==> src/rtl/mem_arb_pkg.sv <==
// rtl/mem_arb_pkg.sv - shared types and helpers for the byte-serial RAM arbiter
// Purpose: FSM state encoding, round-robin mode constants, drive-level
//          enable/disable constants and the transfer-length clamp helper.
// Ports:   none (package)
package mem_arb_pkg;

  typedef enum logic [1:0] {
    ST_IDLE  = 2'd0,
    ST_XFER  = 2'd1,
    ST_DRAIN = 2'd2,
    ST_DONE  = 2'd3
  } arb_state_e;

  localparam int RR_FIXED = 0;
  localparam int RR_ROUND = 1;

  localparam bit ARB_ENABLE  = 1'b1;
  localparam bit ARB_DISABLE = 1'b0;

  localparam int LEN_W = 3;

  // len is encoded as bytes-1; anything past the last byte lane is clamped to it.
  function automatic logic [LEN_W-1:0] clamp_len(input logic [LEN_W-1:0] len, input int nb);
    if (int'(len) >= nb) return LEN_W'(nb - 1);
    return len;
  endfunction

endpackage

==> src/rtl/arb_pick.sv <==
// rtl/arb_pick.sv - combinational winner selection among NUM_CH requesters
// Purpose: picks one requester from req_i & ~mask_i, either highest index
//          (rr_i = 0) or first found searching upward from ptr_i (rr_i = 1).
// Ports:   req_i  - request vector        mask_i - channels excluded this cycle
//          ptr_i  - round-robin start     rr_i   - 1 = round-robin search
//          gnt_o  - one-hot grant         idx_o  - grant index
//          hit_o  - some channel eligible
module arb_pick #(
  parameter int NUM_CH = 2,
  parameter int IDX_W  = $clog2(NUM_CH)
) (
  input  logic [NUM_CH-1:0] req_i,
  input  logic [NUM_CH-1:0] mask_i,
  input  logic [IDX_W-1:0]  ptr_i,
  input  logic              rr_i,
  output logic [NUM_CH-1:0] gnt_o,
  output logic [IDX_W-1:0]  idx_o,
  output logic              hit_o
);
  import mem_arb_pkg::*;

  logic [NUM_CH-1:0] eligible;
  logic [IDX_W:0]    cand;

  assign eligible = req_i & ~mask_i;

  always_comb begin
    idx_o = '0;
    hit_o = 1'b0;
    cand  = '0;
    if (rr_i) begin
      // Walk ptr, ptr+1, ... wrapping at NUM_CH; the first eligible one wins.
      for (int i = 0; i < NUM_CH; i++) begin
        cand = {1'b0, ptr_i} + (IDX_W+1)'(i);
        if (cand >= (IDX_W+1)'(NUM_CH)) cand = cand - (IDX_W+1)'(NUM_CH);
        if (!hit_o && eligible[cand[IDX_W-1:0]]) begin
          hit_o = 1'b1;
          idx_o = cand[IDX_W-1:0];
        end
      end
    end else begin
      // Later iterations overwrite, so the highest eligible index wins.
      for (int i = 0; i < NUM_CH; i++) begin
        if (eligible[i]) begin
          hit_o = 1'b1;
          idx_o = IDX_W'(i);
        end
      end
    end
  end

  assign gnt_o = hit_o ? (NUM_CH'(1) << idx_o) : '0;

endmodule

==> src/rtl/ram_arbiter_seq.sv <==
// rtl/ram_arbiter_seq.sv - arbitrates NUM_CH requesters onto a byte-wide RAM port
// Purpose: grants one request at a time, serialises 1..DATA_W/8 little-endian
//          bytes onto the RAM, absorbs the 1-cycle read latency and returns
//          assembled read data with a one-cycle done pulse.
// Ports:   clk, rst (async, active low)
//          req_i/we_i/len_i/addr_i/wdata_i - per-channel request fields
//          done_o  - completion pulse      stall_o - req_i & ~done_o
//          rdata_o - read result, valid with done_o
//          ram_a_o/ram_dout_o/ram_wr_o/ram_din_i - RAM port
module ram_arbiter_seq #(
  parameter int NUM_CH  = 2,
  parameter int ADDR_W  = 32,
  parameter int DATA_W  = 32,
  parameter int RR_MODE = 0
) (
  input  logic                     clk,
  input  logic                     rst,
  input  logic [NUM_CH-1:0]        req_i,
  input  logic [NUM_CH-1:0]        we_i,
  input  logic [NUM_CH*3-1:0]      len_i,
  input  logic [NUM_CH*ADDR_W-1:0] addr_i,
  input  logic [NUM_CH*DATA_W-1:0] wdata_i,
  output logic [NUM_CH-1:0]        done_o,
  output logic [NUM_CH-1:0]        stall_o,
  output logic [DATA_W-1:0]        rdata_o,
  output logic [ADDR_W-1:0]        ram_a_o,
  output logic [7:0]               ram_dout_o,
  output logic                     ram_wr_o,
  input  logic [7:0]               ram_din_i
);
  import mem_arb_pkg::*;

  localparam int NB    = DATA_W / 8;
  localparam int IDX_W = $clog2(NUM_CH);

  arb_state_e        state_q;
  logic [NUM_CH-1:0] owner_oh_q;
  logic [NUM_CH-1:0] done_q;
  logic [IDX_W-1:0]  ptr_q;
  logic              we_q;
  logic [2:0]        len_q;
  logic [2:0]        cnt_q;
  logic [ADDR_W-1:0] base_q;
  logic [ADDR_W-1:0] ram_a_q;
  logic [DATA_W-1:0] wdata_q;
  logic [DATA_W-1:0] asm_q;
  logic [DATA_W-1:0] rdata_q;
  logic [7:0]        ram_dout_q;
  logic              ram_wr_q;

  logic [NUM_CH-1:0] pick_gnt;
  logic [IDX_W-1:0]  pick_idx;
  logic              pick_hit;
  logic              arb_en;

  logic              sel_we;
  logic [2:0]        sel_len;
  logic [ADDR_W-1:0] sel_addr;
  logic [DATA_W-1:0] sel_wdata;

  logic [2:0]        cnt_d;
  logic [ADDR_W-1:0] addr_d;
  logic [7:0]        wbyte_d;
  logic              cap_en;
  logic [2:0]        cap_idx;
  logic [DATA_W-1:0] asm_d;

  // The finishing owner is masked during DONE so a different channel can be
  // granted in the same cycle without the owner re-winning immediately.
  arb_pick #(.NUM_CH(NUM_CH), .IDX_W(IDX_W)) u_pick (
    .req_i  (req_i),
    .mask_i (done_q),
    .ptr_i  (ptr_q),
    .rr_i   (RR_MODE == RR_ROUND),
    .gnt_o  (pick_gnt),
    .idx_o  (pick_idx),
    .hit_o  (pick_hit)
  );

  assign arb_en    = (state_q == ST_IDLE) || (state_q == ST_DONE);
  assign sel_we    = we_i[pick_idx];
  assign sel_len   = clamp_len(len_i[pick_idx*3 +: 3], NB);
  assign sel_addr  = addr_i[pick_idx*ADDR_W +: ADDR_W];
  assign sel_wdata = wdata_i[pick_idx*DATA_W +: DATA_W];

  assign cnt_d   = cnt_q + 3'd1;
  assign addr_d  = base_q + ADDR_W'(cnt_d);
  assign wbyte_d = 8'(wdata_q >> {cnt_d, 3'b000});

  // Read data trails its address by one cycle: in XFER byte k-1 arrives while
  // byte k is addressed, and the last byte arrives in DRAIN.
  assign cap_en  = !we_q && (((state_q == ST_XFER) && (cnt_q != 3'd0)) || (state_q == ST_DRAIN));
  assign cap_idx = (state_q == ST_DRAIN) ? len_q : (cnt_q - 3'd1);

  always_comb begin
    asm_d = asm_q;
    for (int b = 0; b < NB; b++) begin
      if (cap_en && (cap_idx == 3'(b))) asm_d[8*b +: 8] = ram_din_i;
    end
  end

  always_ff @(posedge clk or negedge rst) begin
    if (!rst) begin
      state_q    <= ST_IDLE;
      owner_oh_q <= '0;
      done_q     <= '0;
      ptr_q      <= '0;
      we_q       <= 1'b0;
      len_q      <= '0;
      cnt_q      <= '0;
      base_q     <= '0;
      ram_a_q    <= '0;
      wdata_q    <= '0;
      asm_q      <= '0;
      rdata_q    <= '0;
      ram_dout_q <= '0;
      ram_wr_q   <= ARB_DISABLE;
    end else begin
      done_q  <= '0;
      rdata_q <= '0;
      case (state_q)
        ST_IDLE, ST_DONE: begin
          if (arb_en && pick_hit) begin
            owner_oh_q <= pick_gnt;
            we_q       <= sel_we;
            len_q      <= sel_len;
            base_q     <= sel_addr;
            wdata_q    <= sel_wdata;
            cnt_q      <= '0;
            asm_q      <= '0;
            ram_a_q    <= sel_addr;
            ram_dout_q <= sel_wdata[7:0];
            ram_wr_q   <= sel_we;
            if (RR_MODE == RR_ROUND) begin
              ptr_q <= (pick_idx == IDX_W'(NUM_CH - 1)) ? '0 : pick_idx + 1'b1;
            end
            state_q <= ST_XFER;
          end else begin
            ram_wr_q <= ARB_DISABLE;
            state_q  <= ST_IDLE;
          end
        end
        ST_XFER: begin
          asm_q <= asm_d;
          if (cnt_q == len_q) begin
            ram_wr_q <= ARB_DISABLE;
            if (we_q) begin
              done_q  <= owner_oh_q;
              state_q <= ST_DONE;
            end else begin
              state_q <= ST_DRAIN;
            end
          end else begin
            cnt_q      <= cnt_d;
            ram_a_q    <= addr_d;
            ram_dout_q <= wbyte_d;
          end
        end
        ST_DRAIN: begin
          asm_q    <= asm_d;
          rdata_q  <= asm_d;
          done_q   <= owner_oh_q;
          ram_wr_q <= ARB_DISABLE;
          state_q  <= ST_DONE;
        end
        default: begin
          ram_wr_q <= ARB_DISABLE;
          state_q  <= ST_IDLE;
        end
      endcase
    end
  end

  assign done_o     = done_q;
  assign stall_o    = req_i & ~done_q;
  assign rdata_o    = rdata_q;
  assign ram_a_o    = ram_a_q;
  assign ram_dout_o = ram_dout_q;
  assign ram_wr_o   = ram_wr_q;

endmodule

==> config.mk <==
export PLATFORM = sky130hd
export DESIGN_NAME = ram_arbiter_seq
export DESIGN_NICKNAME = d
export VERILOG_FILES = /design/src/rtl/mem_arb_pkg.sv /design/src/rtl/arb_pick.sv /design/src/rtl/ram_arbiter_seq.sv
export SDC_FILE = /design/constraint.sdc
export NUM_CORES = 1
export LEC_CHECK = 0
export BUFFER_PORTS_ARGS = -buffer_cell sky130_fd_sc_hd__buf_2
export CORE_UTILIZATION = 58
export CTS_CLUSTER_SIZE = 12
export DETAILED_ROUTE_END_ITERATION = 10
export PLACE_DENSITY = 0.95
export SETUP_SLACK_MARGIN = 0.2
export SLEW_MARGIN = 0
export SYNTH_ARGS = -nofsm -noshare
export SYNTH_HDL_FRONTEND = slang
export SYNTH_SLANG_ARGS = --single-unit
==> constraint.sdc <==
create_clock -name clk -period 7.8 [get_ports clk]
set_clock_uncertainty 0.15 [all_clocks]
set_input_delay 0.39 -clock clk [delete_from_list [all_inputs] [get_ports clk]]
set_output_delay 0.39 -clock clk [all_outputs]
set_load 0.02 [all_outputs]
## Word-level counts from Yosys, hierarchy flattened

Index checks and enable logic that the tools add are counted.
Widths: inputs -> output; s select.

| storage, ports and cells | value |
|---|---|
| logic and storage cells | 90 |
| RAM bits | 0 |
| memories | 0 |
| register bits after elaboration | 182 |
| memory bits (read-only) | 0 |
| bits of input ports | 148 |
| latch bits | 0 |
| output and inout bits | 77 |

| operators by class | value |
|---|---|
| multiply operators | 1 |
| equal/unequal tests | 10 |
| shift operators | 5 |
| order comparisons | 2 |
| bitwise operators | 2 |
| reduce and logical (&&, ||, !) cells | 18 |
| mux-type cells | 36 |
| div/mod/pow operators | 0 |
| add/sub/neg operators | 3 |

Operators with widths:

| cell | number |
|---|---|
| $mux 32 | 4 |
| $pmux 32 s2 | 2 |
| $shiftx 64x7->32 | 2 |
| $mux 8 | 6 |
| $add 32x3->32 | 1 |
| $shr 32x6->8 | 1 |
| $pmux 8 s2 | 1 |
| $mux 3 | 5 |
| $mux 1 | 10 |
| $mux 2 | 4 |
| $logic_and 1x1->1 | 7 |
| $eq 3x2->1 const B | 2 |
| $pmux 2 s3 | 1 |
| $pmux 3 s2 | 1 |
| $shiftx 6x4->3 | 1 |
| $eq 2x2->1 const B | 2 |
| $ne 2x2->1 const B | 2 |
| $pmux 2 s2 | 1 |
| $reduce_or 2->1 | 2 |
| $add 3x1->3 const B | 1 |
| $eq 3x1->1 const B | 1 |
| $eq 3x3->1 | 1 |
| $ge 3x3->1 const B | 1 |
| $logic_not 3->1 | 1 |
| 16 further kinds | 17 |

## Depth between registers and ports, before layout

Gate-level depths: netlist of run 1.

| logic depth | value |
|---|---|
| word-level depth | 8 |
| mapped depth | 11 |
| depth with buffers taken out | 9 |

## Hierarchy

A second synthesis of run 1 with hierarchy kept.

| second synthesis, totals | value |
|---|---|
| cell total of the unflattened synthesis | 897 |
| area, all modules | 9054.9 um^2 |

By module, submodules not included:

| module | area an instance (um^2) | times used | seq. area each (um^2) | cells an instance |
|---|---|---|---|---|
| ram_arbiter_seq | 9006.1 | 1 | 4554.4 | 889 |
| arb_pick | 48.8 | 1 | 0.0 | 8 |

## Worst setup path after synthesis of run 1

Ideal clock, no wire load.

| path | value |
|---|---|
| path kind | register to register |
| start | register cnt_q[0] |
| end | register ram_a_q[12] (netlist: ram_a_o[12]) |
| setup time | 0.120 ns |
| data required time | 7.530 ns |
| cell stages (with the launch flop) | 12 |
| arrival | 2.623 ns |
| period minus slack after synthesis | 2.893 ns |
| setup slack | 4.907 ns |
| path through | dfrtp_1 clkbuf_1 inv_1 ha_1 inv_1 fa_1 nor2b_1 nor2_1 clkbuf_1 o31ai_1 nand3_1 a31o_2 |

| between the ends | value |
|---|---|
| longest elaborated chain between the ends | 4 |

RTL lines:

| item | line | source |
|---|---|---|
| from (decl) | ram_arbiter_seq.sv:42 | `logic [2:0] cnt_q;` |
| from (signal assigned) | ram_arbiter_seq.sv:154 | `cnt_q <= cnt_d;` |
| $add 3x1->3 | ram_arbiter_seq.sv:86 | `assign cnt_d = cnt_q + 3'd1;` |
| $add 32x3->32 | ram_arbiter_seq.sv:87 | `assign addr_d = base_q + ADDR_W'(cnt_d);` |
| $mux 32 | ram_arbiter_seq.sv:145 | `if (cnt_q == len_q) begin` |
| $pmux 32 s2 | ram_arbiter_seq.sv:121 | `case (state_q)` |
| to (signal assigned) | ram_arbiter_seq.sv:131 | `ram_a_q <= sel_addr;` |
| to (signal assigned) | ram_arbiter_seq.sv:155 | `ram_a_q <= addr_d;` |
| to (decl) | ram_arbiter_seq.sv:44 | `logic [ADDR_W-1:0] ram_a_q;` |

Parallel ways exist; a longest one is shown, timed or not. The select of a mux whose other input is x is not followed.
A chain may end at the register's enable or synchronous reset.

## Worst setup path after layout of run 1

| path | value |
|---|---|
| start | register cnt_q[0] |
| end | register ram_a_q[24] (netlist: ram_a_o[24]) |

The elaborated chain is that of the path after synthesis.

==> reports/results.ini, run 1 <==
[clocking]
insertion_delay_ns = 0.44
cts_hold_buf = 1
cts_tree = yes
clkSlewWorstSetupHoldPaths_ns = 0.07
cts_resized = 0
htree_levels = 4
root_buffer = clkbuf_16
cts.sinks = 182
clockBufferDepth = 2
post_cts_buffers = 0
cts_buffers = 17

[sta]
rsz0062_at_grt = false
finalHoldViolCount = 0
worstMarginPinSlew_ns = 1.20
fin_crit_sh_pct = 53.9
period_needed_ns = 4.20
clock.fmax_mhz = 238
maxSlewHeadroom_pct = 19.3
setup_viol_count_final = 0
setup_tns_ns = 0
finalMaxSlewViolations = 0

[pwr]
clkPwrFrac_pct = 18.9
p_per_area_nw_per_um2 = 421
p_int_mw = 2.50
p_sw_share_pct = 44.8
leakagePower_nw = 5.34
combPwrFrac_pct = 45.8
seq_power_share_pct = 35.3
peakVddDrop_uv = 350
p_sw_mw = 2.03

[yosys]
synth.distinct_cells = 57
synth-warning-count = 0
synth_edf_count = 0
synthCells = 897
synth-seq-area-share_pct = 50.7
syn-num-nets = 1054
synth-async-reset-ratio_pct = 100
ys.flop_type = dfrtp_1
synth_seq_cells = 182
synth_area_um2 = 8980
syn_avg_cell_area_um2 = 10.0

[worst_setup_path]
critPathLaunchType = register
cpPeakStageDelay_ns = 0.84
cp_data_arrival_time_ns = 4.41
worst_setup_path_end_kind = register
cp_max_fo = 16
crit_required_ns = 8.01
critPathKind = register to register
path_cells = inv_1 -> ha_1 -> inv_1 -> fa_1 -> nor2b_1 -> nor2_1 -> or4_1 -> nand3_1 -> a22o_1
cp_slowest_cell = dfrtp_1
crit_top_cell = inv_1

[hold_path]
hp-class = input port to register

[cells_and_area]
drive_above_1_share_pct = 26.9
nets = 1244
multiInputGateArea_um2 = 4130
regArea_um2 = 4550
num-fill-cells = 1021
fin_util_pct = 71.1
syn_to_final_growth_pct = 19.8

[floorplanning]
io_pins = 225
rows = 45
die-area_um2 = 16000
initial_core_util_pct = 59.3
die_w_um = 126
coreArea_um2 = 15100
die_height_um = 126

[global_route]
grt_pass1_vias = 7551
gr-usage-all-layers_pct = 30.8
overflow = 0
antenna_found_initial = 1
grt_pass1_wl_um = 38400
grt_max_degree = 96

[detailed_routing]
routed_via_density = 6.06
drtIter0Drc = 840
drt_pass1_iterations = 5
remaining_drc_errors = 0
vias = 7808
wl_per_cell_um = 18.3
routed_wirelength_um = 23600
ant_nets = 0

[placement]
io_buffers = 224
gp_congestion = 0.848
hpwl_um = 16100

[flow_run]
drv_cap = 0

[run_status]
outcome = finished, final reports clean

==> power groups by stage <==
stage | registers [mW] | clock network, mW | logic (mW)
6_report | 1.60 | 0.859 | 2.08
5_1_grt | 1.64 | 0.903 | 2.29
4_1_cts | 1.59 | 0.865 | 2.07
3_5_place_dp | 1.60 | 0 | 2.05
3_3_place_gp | 1.58 | 0 | 1.95
2_1_floorplan | 1.67 | 0 | 1.40
==> layer usage <==
layer  wire (um)  track usage (%)  part of all wire (%)
met3        1790             5.82                   7.6
met4         647             11.9                   2.7
met2       11900             51.9                    51
met1        9220             39.8                    39
met5           0                0                     0
==> metrics by stage <==
step | cells | total power, mW | worst slack, ns | cell area, um^2 | hold WS (ns)
final | 1289 | 4.53 | 3.60 | 10800 | 0.0847
after global routing | 1288 | 4.83 | 3.35 | 10800 | 0.0843
after detailed placement | 1255 | 3.65 | 3.69 | 10200 | 0.313
after CTS | 1288 | 4.52 | 3.65 | 10800 | 0.0695
after global placement | 1255 | 3.53 | 3.93 | 10200 | 0.305
after floorplan | 897 | 3.08 | 4.91 | 8980 | -0.0556
==> cell families after synthesis <==
| group | Yosys count | share of synthesized area (%) |
|---|---|---|
| fa+ha+maj | 9 | 1.34 |
| flops | 182 | 50.7 |
| compound gates | 210 | 14.4 |
| simple gates | 286 | 14.3 |
| buf+inv | 76 | 3.55 |
| mux | 109 | 13.3 |
| xor+xnor | 25 | 2.44 |
==> synth_stat cells, types with 3 or more instances <==
cell	number	area share [%]
nand2b_1	3	0.21
a31o_1	3	0.29
o21ai_0	47	2.6
buf_2	18	1.0
or4_1	4	0.33
o211ai_1	5	0.42
nand3_1	11	0.61
nor2_1	54	2.3
xor2_1	11	1.1
inv_1	13	0.54
dfrtp_1	182	51
clkbuf_1	38	1.6
or3_1	4	0.28
a2bb2oi_1	9	0.88
o21ai_1	87	4.8
buf_1	3	0.13
a21o_1	3	0.25
nor4_1	10	0.70
nand2_1	155	6.5
ha_1	8	1.1
o31a_1	4	0.39
and2_1	12	0.84
nand4_1	6	0.42
mux2i_1	95	11
mux4_2	8	2.0
nor3_1	11	0.61
o31ai_1	8	0.67
mux2_2	6	0.75
and3_1	4	0.28
xnor2_1	14	1.4
a21oi_1	25	1.4
==> layout make-up <==
type | instances | area share, %
timing repair buffer | 232 | 11.1
multi-input combinational | 639 | 38.4
clock inverter | 15 | 1.51
tap | 188 | 2.19
clock buffer | 17 | 3.95
antenna | 1 | 0.0233
sequential | 182 | 42.3
inverter | 15 | 0.546
==> final timing paths <==
check                               to  depth (start not counted)  slack, ns   startpoint
max in group asynchronous     len_q[1]                          4       5.27          rst
min                        wdata_q[12]                          3       0.08  wdata_i[44]
max                        ram_a_o[24]                          9       3.60     cnt_q[0]
min reg2reg                 ram_a_o[9]                          2       0.33   ram_a_o[9]
min in group asynchronous   ram_a_o[3]                          2       0.42          rst
max reg2reg                ram_a_o[24]                          9       3.60     cnt_q[0]
==> flip-flops by register name, summed over array words and instances, names as in the netlist, 3 cells and up <==
register    cells
asm_q          32
base_q         32
ram_a_o        32
rdata_o        32
wdata_q        32
ram_dout_o      8
cnt_q           3
len_q           3
==> worst max-delay path, delay by kind of cell (launching register included) <==
| kind | cells | cell delay, ns |
|---|---|---|
| AND/OR/NAND/NOR | 4 | 1.38 |
| buffers and inverters | 2 | 0.44 |
| flip-flops | 1 | 0.84 |
| adder cells (fa/ha/maj) | 2 | 1.16 |
| AO/OA/AOI/OAI | 1 | 0.15 |
==> cells in the final DEF (no fill, tap or decap), types with 13 or more instances in the layout <==
cell,synthesis,layout
dfrtp_1,182,182
nand2_1,155,155
clkbuf_16,0,17
o21ai_0,47,47
buf_2,18,223
inv_1,13,13
nor2_1,54,54
mux2i_1,95,95
xnor2_1,14,14
a21oi_1,25,25
o21ai_1,87,86
(Power assumes the default switching activity.)
==> run 2: changes to the inputs <==
--- a/config.mk
+++ b/config.mk
@@ -6,10 +6,10 @@
 export NUM_CORES = 1
 export LEC_CHECK = 0
 export BUFFER_PORTS_ARGS = -buffer_cell sky130_fd_sc_hd__buf_2
-export CORE_UTILIZATION = 58
+export CORE_UTILIZATION = 49
 export CTS_CLUSTER_SIZE = 12
 export DETAILED_ROUTE_END_ITERATION = 10
-export PLACE_DENSITY = 0.95
+export PLACE_DENSITY = 0.87
 export SETUP_SLACK_MARGIN = 0.2
 export SLEW_MARGIN = 0
 export SYNTH_ARGS = -nofsm -noshare
==> constraint.sdc (replaced) <==
create_clock -name clk -period 3.7 [get_ports clk]
set_clock_uncertainty 0.15 [all_clocks]
set_input_delay 0.185 -clock clk [delete_from_list [all_inputs] [get_ports clk]]
set_output_delay 0.185 -clock clk [all_outputs]
set_load 0.02 [all_outputs]
==> run 2 against run 1 <==
  * Critical path type unchanged
  * Flip-flop and latch count unchanged
  * Clock power up 120%
  * Design area up 14%
  * Cell count up 15%
  * Non-clock buffer count up 147
  * Highest routed layer unchanged
  * Total power up 130%
  * Worst setup slack worse by 3.2 ns
==> reports/results.ini, run 2 (synthesized netlist as in run 1, its figures left out) <==
[pwr]
p_sw_mw = 4.63  ; was 2.03 mW
peakVddDrop_uv = 559  ; was 350 uV
combPwrFrac_pct = 47.9  ; was 45.8%
total_power_mw = 10.2  ; was 4.53 mW
p_sw_share_pct = 45.4  ; was 44.8%
p_per_area_nw_per_um2 = 829  ; was 421 nW/um^2
clkPwrFrac_pct = 18.7  ; was 18.9%
p_int_mw = 5.58  ; was 2.50 mW
leakagePower_nw = 5.98  ; was 5.34 nW
seq_power_share_pct = 33.4  ; was 35.3%

[worst_setup_path]
cp_data_arrival_time_ns = 3.44  ; was 4.41 ns
critPathLaunchType = register  ; unchanged
crit_required_ns = 3.83  ; was 8.01 ns
critPathKind = register to register  ; unchanged
cp_max_fo = 34  ; was 16
path_cells = nand2b_1 -> inv_4 -> buf_4 -> mux2i_1 -> dlygate4sd3_1 -> o21ai_0  ; was inv_1 -> ha_1 -> inv_1 -> fa_1 -> nor2b_1 -> nor2_1 -> or4_1 -> nand3_1 -> a22o_1
worst_setup_path_end_kind = register  ; unchanged
cpPeakStageDelay_ns = 0.61  ; was 0.84 ns
cp_slowest_cell = dlygate4sd3_1  ; was dfrtp_1

[sta]
worstMarginPinSlew_ns = 1.13  ; was 1.20 ns
period_needed_ns = 3.31  ; was 4.20 ns
maxSlewHeadroom_pct = 25.0  ; was 19.3%
setup_tns_ns = 0  ; unchanged
setup_viol_count_final = 0  ; unchanged
finalWorstSetupSlack_ns = 0.392  ; was 3.60 ns
fin_crit_sh_pct = 89.4  ; was 53.9%
clock.fmax_mhz = 302  ; was 238 MHz
rsz0062_at_grt = false  ; unchanged
finalMaxSlewViolations = 0  ; unchanged
finalHoldViolCount = 0  ; unchanged
holdWs_ns = 0.00684  ; was 0.0847 ns

[detailed_routing]
routed_wirelength_um = 28800  ; was 23600 um
ant_nets = 0  ; unchanged
drtIter0Drc = 703  ; was 840
wl_per_cell_um = 19.5  ; was 18.3 um
remaining_drc_errors = 0  ; unchanged
routed_via_density = 5.82  ; was 6.06
vias = 8599  ; was 7808
drt_pass1_iterations = 5  ; unchanged

[run_status]
outcome = finished, final reports clean  ; unchanged

[clocking]
cts_tree = yes  ; unchanged
clkSlewWorstSetupHoldPaths_ns = 0.08  ; was 0.07 ns
cts.sinks = 182  ; unchanged
htree_levels = 4  ; unchanged
root_buffer = clkbuf_16  ; unchanged
insertion_delay_ns = 0.43  ; was 0.44 ns
post_cts_buffers = 0  ; unchanged
cts_buffers = 17  ; unchanged
clockBufferDepth = 2  ; unchanged

[placement]
io_buffers = 224  ; unchanged
gp_congestion = 0.881  ; was 0.848
hpwl_um = 16400  ; was 16100 um
place_area_um2 = 10300  ; was 10200 um^2
post-place-ws_ns = 0.536  ; was 3.69 ns

[global_route]
gr-usage-all-layers_pct = 31.3  ; was 30.8%
antenna_found_initial = 1  ; unchanged
grt_max_degree = 78  ; was 96
overflow = 0  ; unchanged
grt_pass1_vias = 8646  ; was 7551
grt_pass1_wl_um = 44800  ; was 38400 um

[flow_run]
drv_cap = 0  ; unchanged

[cells_and_area]
nets = 1391  ; was 1244
layout_common_cells = buf_2 (223), dfrtp_1 (182), nand2_1 (155)  ; unchanged
design_area_um2 = 12300  ; was 10800 um^2
drive_above_1_share_pct = 24.6  ; was 26.9%
mostFrequentLayoutCell = buf_2  ; unchanged
syn_to_final_growth_pct = 37.1  ; was 19.8%
num-fill-cells = 1233  ; was 1021

[floorplanning]
die_w_um = 137  ; was 126 um
die-area_um2 = 18900  ; was 16000 um^2
die_height_um = 137  ; was 126 um
io_pins = 225  ; unchanged
initial_core_util_pct = 50.0  ; was 59.3%
coreArea_um2 = 18000  ; was 15100 um^2
rows = 49  ; was 45

[hold_path]
hp-class = input port to register  ; unchanged

## run 2: changes by cell type in the layout (fill, tap and decap cells not counted)
cell / previous run / this run
buf_12: 0 / 1
buf_4: 7 / 16
clkinv_2: 2 / 0
clkinv_8: 2 / 5
clkinvlp_4: 2 / 0
diode_2: 1 / 2
dlygate4sd3_1: 1 / 138
inv_6: 5 / 3
inv_8: 2 / 5
nor2_1: 54 / 53
nor2_2: 1 / 2
## run 2: worst paths after layout
kind,start,endpoint,slack [ns],depth (start not counted)
worst max-delay path,done_o[1],wdata_q[9],0.39,6
worst min-delay path,addr_i[52],ram_a_o[20],0.007,4
worst max register to register,done_o[1],wdata_q[9],0.39,6
worst min register to register,owner_oh_q[1],owner_oh_q[1],0.33,2
max in group asynchronous,rst,ram_a_o[0],2.26,3
min in group asynchronous,rst,rdata_o[29],0.16,2
## run 2: power by group through the flow
stage	Combinational, mW	Sequential (mW)	Clock [mW]
after floorplan	2.96	3.53	0
after global placement	4.27	3.33	0
after detailed placement	4.43	3.37	0
after CTS	4.69	3.35	1.91
after global routing	5.31	3.48	2.00
final	4.89	3.41	1.91
## run 2: stage by stage
step | util, % | instances
5_1_grt | 68.6 | 1477
4_1_cts | 68.5 | 1476
6_report | 68.6 | 1478
3_5_place_dp | 57.3 | 1306
2_1_floorplan | - | 897
3_3_place_gp | 57.3 | 1306
## run 2: worst max-delay path, delay by kind of cell, from the launching register on
kind	cells	cell delay, ns
multiplexers	1	0.44
buffers and inverters	3	1.63
AO/OA/AOI/OAI	1	0.11
flip-flops	1	0.39
AND/OR/NAND/NOR	1	0.40
## run 2: repair_timing
item                       CTS  global route
setup endpoints to repair    0             1
gates resized for setup      0             1
hold endpoints to repair   193             0
hold buffers               138             0
## run 2: per-layer routing
metal  vias up  global-route usage, %  share of wire (%)
li1       3817                      -                  -
met1      4187                   37.0                 38
met2       475                   52.8                 51
met3       120                   7.25                7.2
met4         0                   16.7                4.5
met5         -                      0                  0
## run 2: layout make-up
type,instances,area (um^2),area share (%)
Sequential cell,182,4550,37.0
Inverter,15,58.8,0.477
Multi-Input combinational cell,639,4140,33.6
Clock buffer,17,425,3.45
Tap cell,229,287,2.33
Clock inverter,15,203,1.65
Timing Repair Buffer,379,2650,21.5
Antenna cell,2,5.00,0.0406
==> run 3: changes to the inputs <==
--- a/config.mk
+++ b/config.mk
@@ -5,6 +5,7 @@
 export SDC_FILE = /design/constraint.sdc
 export NUM_CORES = 1
 export LEC_CHECK = 0
+export ABC_AREA = 1
 export BUFFER_PORTS_ARGS = -buffer_cell sky130_fd_sc_hd__buf_2
 export CORE_UTILIZATION = 49
 export CTS_CLUSTER_SIZE = 12
==> run 3 against run 2 <==
  * Global-route usage increased by 0.50 points
  * Critical path depth increased by 2
  * Largest power group unchanged
  * Maximum frequency increased by 8.2%
  * Critical endpoint is now wdata_q[10]
  * Highest routed layer unchanged
  * Count of clock-buffer cells in the layout increased by 4
  * Core utilization decreased by 3.3 points
  * Flip-flop and latch count unchanged
==> reports/results.ini, run 3 <==
[run_status]
outcome = finished, final reports clean  ; unchanged

[floorplanning]
die-area_um2 = 20400  ; was 18900 um^2
die_height_um = 143  ; was 137 um
die_w_um = 143  ; was 137 um
io_pins = 225  ; unchanged
rows = 51  ; was 49
initial_core_util_pct = 49.9  ; was 50.0%
coreArea_um2 = 19500  ; was 18000 um^2

[yosys]
synth.distinct_cells = 33  ; was 57
synth_area_um2 = 9720  ; was 8980 um^2
syn_avg_cell_area_um2 = 7.15  ; was 10.0 um^2
yosysMostFrequentCell = nand2_1  ; was dfrtp_1
synthCells = 1359  ; was 897
synth-warning-count = 0  ; unchanged
ys.flop_type = dfrtp_1  ; unchanged
syn-num-nets = 1516  ; was 1054
synthTopCellsByCount = nand2_1 (494), nor2_1 (194), dfrtp_1 (182)  ; was dfrtp_1 (182), nand2_1 (155), mux2i_1 (95)
yosys.area.top_type = dfrtp_1  ; unchanged
synth_seq_cells = 182  ; unchanged
synth_area_leaders = dfrtp_1 (47%), nand2_1 (19%), nor2_1 (7.5%), nand3_1 (6.7%), inv_1 (3.9%)  ; was dfrtp_1 (51%), mux2i_1 (11%), nand2_1 (6.5%), o21ai_1 (4.8%), o21ai_0 (2.6%)
synth_top_area_share_pct = 46.9  ; was 50.7%
synth_edf_count = 0  ; unchanged
synth-seq-area-share_pct = 46.9  ; was 50.7%
synth-async-reset-ratio_pct = 100  ; unchanged

[worst_setup_path]
worst_setup_path_end_kind = register  ; unchanged
critPathLaunchType = register  ; unchanged
cp_data_arrival_time_ns = 3.28  ; was 3.44 ns
path_buf_inv = 4  ; was 3
path_cells = inv_1 -> ha_1 -> clkinv_1 -> a21oi_4 -> buf_4 -> nor2_1 -> a31oi_1 -> dlygate4sd3_1  ; was nand2b_1 -> inv_4 -> buf_4 -> mux2i_1 -> dlygate4sd3_1 -> o21ai_0
cp_max_fo = 40  ; was 34
critPathKind = register to register  ; unchanged
cp_slowest_cell = dlygate4sd3_1  ; unchanged
cpPeakStageDelay_ns = 0.60  ; was 0.61 ns
crit_required_ns = 3.92  ; was 3.83 ns
crit_family = buffers and inverters  ; unchanged

[pwr]
p_per_area_nw_per_um2 = 880  ; was 829 nW/um^2
leakagePower_nw = 6.59  ; was 5.98 nW
total_power_mw = 11.2  ; was 10.2 mW
peakVddDrop_uv = 540  ; was 559 uV

[detailed_routing]
routed_via_density = 5.32  ; was 5.82
drt_pass1_iterations = 6  ; was 5
routed_wirelength_um = 31200  ; was 28800 um
remaining_drc_errors = 0  ; unchanged
drtIter0Drc = 889  ; was 703
wl_per_cell_um = 16.1  ; was 19.5 um
ant_nets = 0  ; unchanged
vias = 10300  ; was 8599

[clocking]
clkSlewWorstSetupHoldPaths_ns = 0.07  ; was 0.08 ns
root_buffer = clkbuf_16  ; unchanged
cts_resized = 0  ; unchanged
htree_levels = 4  ; unchanged
cts_tree = yes  ; unchanged
insertion_delay_ns = 0.44  ; was 0.43 ns
cts_hold_buf = 110  ; was 138
cts_buffers = 17  ; unchanged
post_cts_buffers = 0  ; unchanged
clockBufferDepth = 2  ; unchanged
cts.sinks = 182  ; unchanged

[sta]
period_needed_ns = 3.06  ; was 3.31 ns
setup_viol_count_final = 0  ; unchanged
clock.fmax_mhz = 327  ; was 302 MHz
finalMaxSlewViolations = 0  ; unchanged
maxSlewHeadroom_pct = 31.0  ; was 25.0%
worstMarginPinSlew_ns = 1.03  ; was 1.13 ns
setup_tns_ns = 0  ; unchanged
holdWs_ns = 0.0105  ; was 0.00684 ns
fin_crit_sh_pct = 82.6  ; was 89.4%
finalHoldViolCount = 0  ; unchanged
rsz0062_at_grt = false  ; unchanged

[placement]
gp_congestion = 0.945  ; was 0.881
hpwl_um = 19900  ; was 16400 um
place_area_um2 = 11000  ; was 10300 um^2
io_buffers = 224  ; unchanged
dpl.cell_count = 1801  ; was 1306

[cells_and_area]
layout_common_cells = nand2_1 (492), buf_2 (223), nor2_1 (194)  ; was buf_2 (223), dfrtp_1 (182), nand2_1 (155)
syn_to_final_growth_pct = 30.7  ; was 37.1%
final_cells = 1943  ; was 1478
nets = 1822  ; was 1391
num-fill-cells = 1592  ; was 1233
design_area_um2 = 12700  ; was 12300 um^2
drive_above_1_share_pct = 17.6  ; was 24.6%
diodes = 0  ; was 2
mostFrequentLayoutCell = nand2_1  ; was buf_2

[flow_run]
drv_cap = 0  ; unchanged

[global_route]
antenna_found_initial = 0  ; was 1
grt_max_degree = 101  ; was 78
grt_pass1_vias = 10100  ; was 8646
gr-usage-all-layers_pct = 31.8  ; was 31.3%
grt_pass1_wl_um = 50000  ; was 44800 um
overflow = 0  ; unchanged

[hold_path]
hp-class = input port to register  ; unchanged

## run 3: final timing paths
kind,from,depth (start not counted),endpoint,slack [ns]
setup / recovery,state_q[0],8,wdata_q[10],0.64
hold / removal,addr_i[19],3,base_q[19],0.01
setup reg to reg,state_q[0],8,wdata_q[10],0.64
hold reg to reg,ram_a_o[25],2,ram_a_o[25],0.33
max in group asynchronous,rst,3,asm_q[14],2.16
min in group asynchronous,rst,2,ram_dout_o[5],0.25
## run 3: area by class of cell
class | instances | area, um^2 | share of cell area, %
clock inverter | 11 | 113 | 0.887
tap | 265 | 332 | 2.61
clock buffer | 21 | 470 | 3.70
multi-input combinational | 1010 | 4480 | 35.3
sequential | 182 | 4550 | 35.9
inverter | 105 | 394 | 3.10
timing repair buffer | 349 | 2350 | 18.5
## run 3: kinds of logic after synthesis
| logic type | Yosys count | synth area share [%] |
|---|---|---|
| flops | 182 | 46.9 |
| fa+ha+maj | 9 | 1.24 |
| compound gates | 146 | 8.32 |
| buf+inv | 167 | 7.20 |
| xor+xnor | 4 | 0.361 |
| simple gates | 837 | 34.6 |
| mux | 14 | 1.44 |
## run 3: per-layer routing
layer  wire length (um)  part of all wire, %  track usage, %
met2              14800                   47            52.3
met5                  0                    0               0
met4               1330                  4.3            16.2
met1              12700                   41            40.6
met3               2430                  7.8            5.26
## run 3: where the power goes
| part | internal [mW] | switching [mW] | total (mW) |
|---|---|---|---|
| Sequential | 2.83 | 0.634 | 3.46 |
| Combinational | 2.04 | 3.85 | 5.89 |
| Clock | 0.997 | 0.824 | 1.82 |
| Total | 5.87 | 5.31 | 11.2 |
## run 3: tightest hold or removal path, cell delays in order
cell     delay [ns]
buf_2          0.07
o21ai_0        0.13
a21oi_1        0.16
## run 3: stage by stage
stage               utilization [%]  setup WS [ns]
detailed placement             56.6          0.711
global placement               56.6          0.828
finish                         65.3          0.644
floorplan                         -          0.714
global route                   65.3          0.312
CTS                            65.3          0.702
